==> config.mk <==
export PLATFORM = sky130hd
export DESIGN_NAME = instruction_fetch_unit
export DESIGN_NICKNAME = d
export VERILOG_FILES = /design/src/rtl/instruction_fetch_unit_pkg.sv /design/src/rtl/instruction_fetch_unit_fetch_fifo.sv /design/src/rtl/instruction_fetch_unit.sv
export SDC_FILE = /design/constraint.sdc
export NUM_CORES = 1
export LEC_CHECK = 0
export ABC_AREA = 1
export BUFFER_PORTS_ARGS = -buffer_cell sky130_fd_sc_hd__buf_2
export CORE_AREA = 2 2 125 127
export CTS_BUF_LIST = sky130_fd_sc_hd__clkbuf_4
export DETAILED_ROUTE_END_ITERATION = 8
export DIE_AREA = 0 0 127 129
export PLACE_DENSITY = 0.83
export SLEW_MARGIN = 30
export SYNTH_ARGS = -nofsm -noshare
export SYNTH_HDL_FRONTEND = slang
export SYNTH_SLANG_ARGS = --single-unit
==> constraint.sdc <==
create_clock -name clk -period 7.8 [get_ports clk]
set_input_delay 0.39 -clock clk [delete_from_list [all_inputs] [get_ports clk]]
set_output_delay 0.39 -clock clk [all_outputs]
set_load 0.005 [all_outputs]
==> src/rtl/instruction_fetch_unit_pkg.sv <==
// Shared definitions for the instruction fetch unit: FSM state encodings,
// PC increment and the NOP word consumers use for pipeline bubbles.
package instruction_fetch_unit_pkg;

  typedef enum logic [1:0] {
    IFU_IDLE    = 2'd0,
    IFU_WAIT    = 2'd1,
    IFU_DISCARD = 2'd2
  } ifu_state_e;

  localparam int          PC_STEP   = 4;
  localparam logic [31:0] NOP_INSTR = 32'h0000_0013;

endpackage

==> src/rtl/instruction_fetch_unit_fetch_fifo.sv <==
// Synchronous instruction buffer with push/pop/flush; flush overrides both.
// The head entry is presented combinationally and reads as zero when empty.
module fetch_fifo #(
  parameter int WIDTH = 64,
  parameter int DEPTH = 2
) (
  input  logic                   clk,
  input  logic                   rst,
  input  logic                   push_i,
  input  logic [WIDTH-1:0]       data_i,
  input  logic                   pop_i,
  input  logic                   flush_i,
  output logic [$clog2(DEPTH):0] count_o,
  output logic                   valid_o,
  output logic [WIDTH-1:0]       head_o
);

  localparam int PTR_W = $clog2(DEPTH);
  localparam int CNT_W = PTR_W + 1;

  logic [WIDTH-1:0] mem_q [DEPTH];
  logic [PTR_W-1:0] wr_q, rd_q;
  logic [CNT_W-1:0] cnt_q;

  always_ff @(posedge clk or posedge rst) begin
    if (rst) begin
      wr_q  <= '0;
      rd_q  <= '0;
      cnt_q <= '0;
    end else if (flush_i) begin
      wr_q  <= '0;
      rd_q  <= '0;
      cnt_q <= '0;
    end else begin
      if (push_i) wr_q <= wr_q + PTR_W'(1);
      if (pop_i)  rd_q <= rd_q + PTR_W'(1);
      cnt_q <= cnt_q + CNT_W'(push_i) - CNT_W'(pop_i);
    end
  end

  // Storage needs no reset: the count gates every read of it.
  always_ff @(posedge clk) begin
    if (push_i && !flush_i) mem_q[wr_q] <= data_i;
  end

  assign count_o = cnt_q;
  assign valid_o = (cnt_q != '0);
  assign head_o  = valid_o ? mem_q[rd_q] : '0;

endmodule

==> src/rtl/instruction_fetch_unit.sv <==
// Fetch stage: owns the fetch PC, issues single outstanding PMEM requests,
// buffers returned words with their PC and honours redirects by flushing.
module instruction_fetch_unit
  import instruction_fetch_unit_pkg::*;
#(
  parameter int                  PC_WIDTH   = 32,
  parameter logic [PC_WIDTH-1:0] RESET_PC   = '0,
  parameter int                  FIFO_DEPTH = 2
) (
  input  logic                clk,
  input  logic                rst,
  output logic                pmem_req_o,
  output logic [PC_WIDTH-1:0] pmem_addr_o,
  input  logic                pmem_ack_i,
  input  logic [31:0]         pmem_rdata_i,
  input  logic                redirect_en_i,
  input  logic [PC_WIDTH-1:0] redirect_pc_i,
  output logic                instr_valid_o,
  input  logic                instr_ready_i,
  output logic [31:0]         instr_o,
  output logic [PC_WIDTH-1:0] instr_pc_o
);

  localparam int CNT_W = $clog2(FIFO_DEPTH) + 1;

  ifu_state_e          state_q, state_d;
  logic [PC_WIDTH-1:0] fetch_pc_q, fetch_pc_d;
  logic [PC_WIDTH-1:0] pmem_addr_q, pmem_addr_d;
  logic                pmem_req_q, pmem_req_d;
  logic [PC_WIDTH-1:0] next_pc;
  logic [CNT_W-1:0]    count;
  logic [CNT_W:0]      occ_after;
  logic [32+PC_WIDTH-1:0] head;
  logic                push, pop, idle_room, chain_room;

  assign pop     = instr_valid_o && instr_ready_i;
  assign push    = (state_q == IFU_WAIT) && pmem_ack_i && !redirect_en_i;
  assign next_pc = fetch_pc_q + PC_WIDTH'(PC_STEP);

  // Chaining a request on an ack must leave room for both the word being
  // pushed now and the one that will return later.
  assign occ_after  = {1'b0, count} + (CNT_W+1)'(1) - (CNT_W+1)'(pop);
  assign chain_room = occ_after < (CNT_W+1)'(FIFO_DEPTH);
  assign idle_room  = count < CNT_W'(FIFO_DEPTH);

  fetch_fifo #(
    .WIDTH (32 + PC_WIDTH),
    .DEPTH (FIFO_DEPTH)
  ) u_fifo (
    .clk     (clk),
    .rst     (rst),
    .push_i  (push),
    .data_i  ({fetch_pc_q, pmem_rdata_i}),
    .pop_i   (pop),
    .flush_i (redirect_en_i),
    .count_o (count),
    .valid_o (instr_valid_o),
    .head_o  (head)
  );

  assign instr_pc_o  = head[32+PC_WIDTH-1:32];
  assign instr_o     = head[31:0];
  assign pmem_req_o  = pmem_req_q;
  assign pmem_addr_o = pmem_addr_q;

  always_ff @(posedge clk or posedge rst) begin
    if (rst) begin
      state_q     <= IFU_IDLE;
      fetch_pc_q  <= RESET_PC;
      pmem_addr_q <= RESET_PC;
      pmem_req_q  <= 1'b0;
    end else begin
      state_q     <= state_d;
      fetch_pc_q  <= fetch_pc_d;
      pmem_addr_q <= pmem_addr_d;
      pmem_req_q  <= pmem_req_d;
    end
  end

  // WAIT issues the next request directly on an ack so a 1-cycle memory
  // sustains one instruction every two cycles.
  always_comb begin
    state_d     = state_q;
    fetch_pc_d  = fetch_pc_q;
    pmem_addr_d = pmem_addr_q;
    pmem_req_d  = 1'b0;
    if (redirect_en_i) begin
      fetch_pc_d = {redirect_pc_i[PC_WIDTH-1:2], 2'b00};
      case (state_q)
        IFU_WAIT:    state_d = pmem_ack_i ? IFU_IDLE : IFU_DISCARD;
        IFU_DISCARD: if (pmem_ack_i) state_d = IFU_IDLE;
        default:     state_d = state_q;
      endcase
    end else begin
      case (state_q)
        IFU_IDLE: begin
          if (idle_room) begin
            pmem_req_d  = 1'b1;
            pmem_addr_d = fetch_pc_q;
            state_d     = IFU_WAIT;
          end
        end
        IFU_WAIT: begin
          if (pmem_ack_i) begin
            fetch_pc_d = next_pc;
            if (chain_room) begin
              pmem_req_d  = 1'b1;
              pmem_addr_d = next_pc;
            end else begin
              state_d = IFU_IDLE;
            end
          end
        end
        IFU_DISCARD: if (pmem_ack_i) state_d = IFU_IDLE;
        default:     state_d = IFU_IDLE;
      endcase
    end
  end

endmodule

==> summary.txt <==
I/O pins: 167
Ys Warns: 0
Sequential Power Share: 44.6%
Clock Latency Late Sink: 0.59 ns
Crit path cell chain: inv_1, nand2_1, buf_4, inv_2, nand3_1, nor2_4, buf_4
Placer Congestion: 0.892
Avg Inst Size Synth: 9.41 um2
Critical Path AT: 3.21 ns
Critical path launch point type: flop
TritonCTS sink count: 191
H-tree levels: 4
CP Class: reg2reg
Crit path capture type: flop
Slew Limit Fails: 0
Switching part of the total: 37.0%
Syn Inst Count: 924
Routed WL per cell: 15.9 um
Post-Layout Cell Count: 1305
CTS Buf Count: 17
Max_slew headroom: 43.2%
VDD IR-drop max: 0.221 mV
CTS tree: built
Crit path from: state_q[1]
GRT Max-Usage Layer: met2
# rows: 45
Post-place instance area: 9570 um2
Global Route Usage Sum: 25.8%
Post-route clock period utilization: 38.5%
Top Family by Delay on Critical Path: buffers and inverters
Slowest CP cell: buf_4
Most Frequent Cell on Critical Path: buf_4
Setup Skew: 0.0222 ns
Final Hold Fails: 0
CTS Buffer Depth: 2
Status: finished, final reports clean
Reg2Reg Setup Slack: 4.80 ns
Cell area after layout: 10300 um2
Area grow syn2layout: 18.4%
Die X-Extent: 127 um
Mapped Area: 8690 um2
Initial drt markers: 689
Worst Path Buf+Inv: 4
Core ar.: 15000 um2
Setup tns final: 0 ns
Crit-path max cell delay: 0.64 ns
Maximum Capacitance Violations: 0
Worst min path class: in2async
Post-CTS Setup Inserts: 0
Leakage: 0.00451 uW
Die height: 129 um
CTS root buf: clkbuf_4
CP Depth: 7
Worst Path Max Fanout: 62
Final HPWL DP: 12.8 mm
Via count: 7115
Die area: 16400 um2
Worst setup endpoint: u_fifo.mem_q[1][0]
Slew @ Worst Pin: 0.852 ns
Vias per cell: 5.45
Largest net degree at the start of global routing: 68
Final nets: 1176
Placed Cells: 1237
Starting Density: 58.0%
Drt total wl: 20.8 mm
Worst r2r src: state_q[1]
Vias in the first global route: 6708
Initial antenna violation count: 1
Clock share of power: 20.4%
DRC violations left: 0
Max Freq: 333 MHz
Global-route wire length before repair: 32.9 mm
Met2 Use GR: 41.8%
Min Tclk post-route: 3.00 ns
Clock Pin Slew Worst Setup and Hold Paths: 0.15 ns
Yosys reg bits: 191
GRT met1 Usage: 35.0%
ANT nets after route: 0
GRT Residual Overflow: 0
Seq/Total Area, Yosys: 62.1%
R2R depth: 7
Unrepaired setup endpoints after global routing: false
PD cells: 306 nW/um2
Crit path required time: 8.01 ns
Internal power: 1980 uW
Worst R2R End: u_fifo.mem_q[1][0]
Grt met3 use: 5.65%
DR pass1 iterations: 6
Final setup fails: 0
Logic pwr share: 34.9%
Number of library cell types mapped by synthesis: 30
Layout cells sized above 1: 20.1%
Net Sw Power: 1160 uW
# port buffers: 160
-- Yosys cell counts (all sizes together) --
library cell	instances	area [um2]
dfrtp	67	1680
ha	4	50.1
o31ai	1	7.51
nor2	67	312
nand2	369	1420
o21bai	1	7.51
conb	1	3.75
a21oi	101	505
and2	2	12.5
xnor2	4	35.0
xor2	6	52.6
nand3b	1	7.51
o21ai	17	85.1
nand3	50	250
inv	50	188
buf	22	131
o211ai	13	97.6
edfxtp	124	3720
clkbuf	23	116
nand4	1	6.26
-- sequential cells by signal (all words and copies together) (netlist names) --
| signal | count |
|---|---|
| u_fifo.rd_q | 1 |
| pmem_addr_o | 30 |
| fetch_pc_q | 30 |
| u_fifo.wr_q | 1 |
| pmem_req_o | 1 |
| state_q | 2 |
| u_fifo.count_o | 2 |
| u_fifo.mem_q | 124 |
-- final cells by class --
type,instances,area [um2]
clock buffer,19,143
antenna,1,2.50
timing repair buffer,202,1200
multi-input combinational,641,2890
fill,1155,4690
sequential,191,5400
tap,188,235
inverter,50,190
clock inverter,13,219
-- kinds of logic after synthesis --
group,Yosys count,synth area share (%)
buffers and inverters,95,5.01
AOI/OAI and AO/OA,133,8.09
other,1,0.0431
DFF,191,62.1
xor gates and xnor gates,10,1.01
adders and majority gates,4,0.576
and+or+nand+nor,490,23.1
-- cell usage in the layout, fill, tap and decap left out --
cell and count:
clkinv_1 4, inv_1 46, nand3_1 50, nand4_1 1
buf_4 7, o21ai_0 14, buf_2 160, nor2_4 9
ha_1 4, a21oi_1 101, bufinv_16 6, o21ai_1 3
conb_1 4, inv_2 3, nand2_2 5, xnor2_1 4
dlygate4sd3_1 35, o31ai_1 1, o211ai_1 13, edfxtp_1 124
nand2_1 360, inv_4 1, nand3b_1 1, clkbuf_4 19
nor2_1 52, nor2_2 6, and2_1 2, clkinvlp_4 2
dfrtp_2 1, clkinv_4 1, diode_2 1, o21bai_1 1
dfrtp_1 66, xor2_1 6, nand2_4 4
-- power groups by stage --
| stage | clock network (uW) | logic (uW) | registers [uW] |
|---|---|---|---|
| after floorplan | 0 | 688 | 1390 |
| after global placement | 0 | 1060 | 1420 |
| after detailed placement | 0 | 1080 | 1420 |
| after CTS | 646 | 1100 | 1400 |
| after global routing | 690 | 1240 | 1430 |
| final | 643 | 1100 | 1400 |
-- worst min-delay path, cell delays in order --
cell and delay (ns):
buf_2 0.10, inv_2 0.03, buf_4 0.65
-- stage by stage --
stage / worst slack [ns] / utilization (%) / hold WS [ns] / power (uW)
5_1_grt: 4.63 / 68.7 / 0.00187 / 3350
6_report: 4.80 / 68.7 / 0.0231 / 3150
4_1_cts: 4.51 / 68.5 / 0.00168 / 3150
3_3_place_gp: 4.57 / 63.9 / 0.461 / 2470
3_5_place_dp: 4.52 / 63.9 / 0.460 / 2500
2_1_floorplan: 3.88 / - / 0.464 / 2080
-- layer usage --
layer  wire length [um]  share of wire [%]
met3               1590                7.7
met5                  0                  0
met4                499                2.4
met1               8920                 43
met2               9790                 47
-- how the worst min path moves through the flow --
stage / endpoint / cells past startpoint / slack [ns] / from
5_1_grt: fetch_pc_q[2] / 3 / 0.002 / redirect_pc_i[2]
6_report: pmem_addr_o[14] / 3 / 0.02 / rst
2_1_floorplan: u_fifo.mem_q[0][36] / 0 / 0.46 / fetch_pc_q[4]
3_5_place_dp: pmem_addr_o[22] / 2 / 0.46 / pmem_addr_o[22]
3_3_place_gp: pmem_addr_o[25] / 2 / 0.46 / pmem_addr_o[25]
4_1_cts: fetch_pc_q[12] / 3 / 0.002 / redirect_pc_i[12]
-- what timing repair did --
item                                   in CTS  in global routing
endpoints found under the hold margin      65                  2
hold buffers                               33                  2
gates resized for setup                     0                  0
No activity file was read; power rests on OpenSTA's default activity.
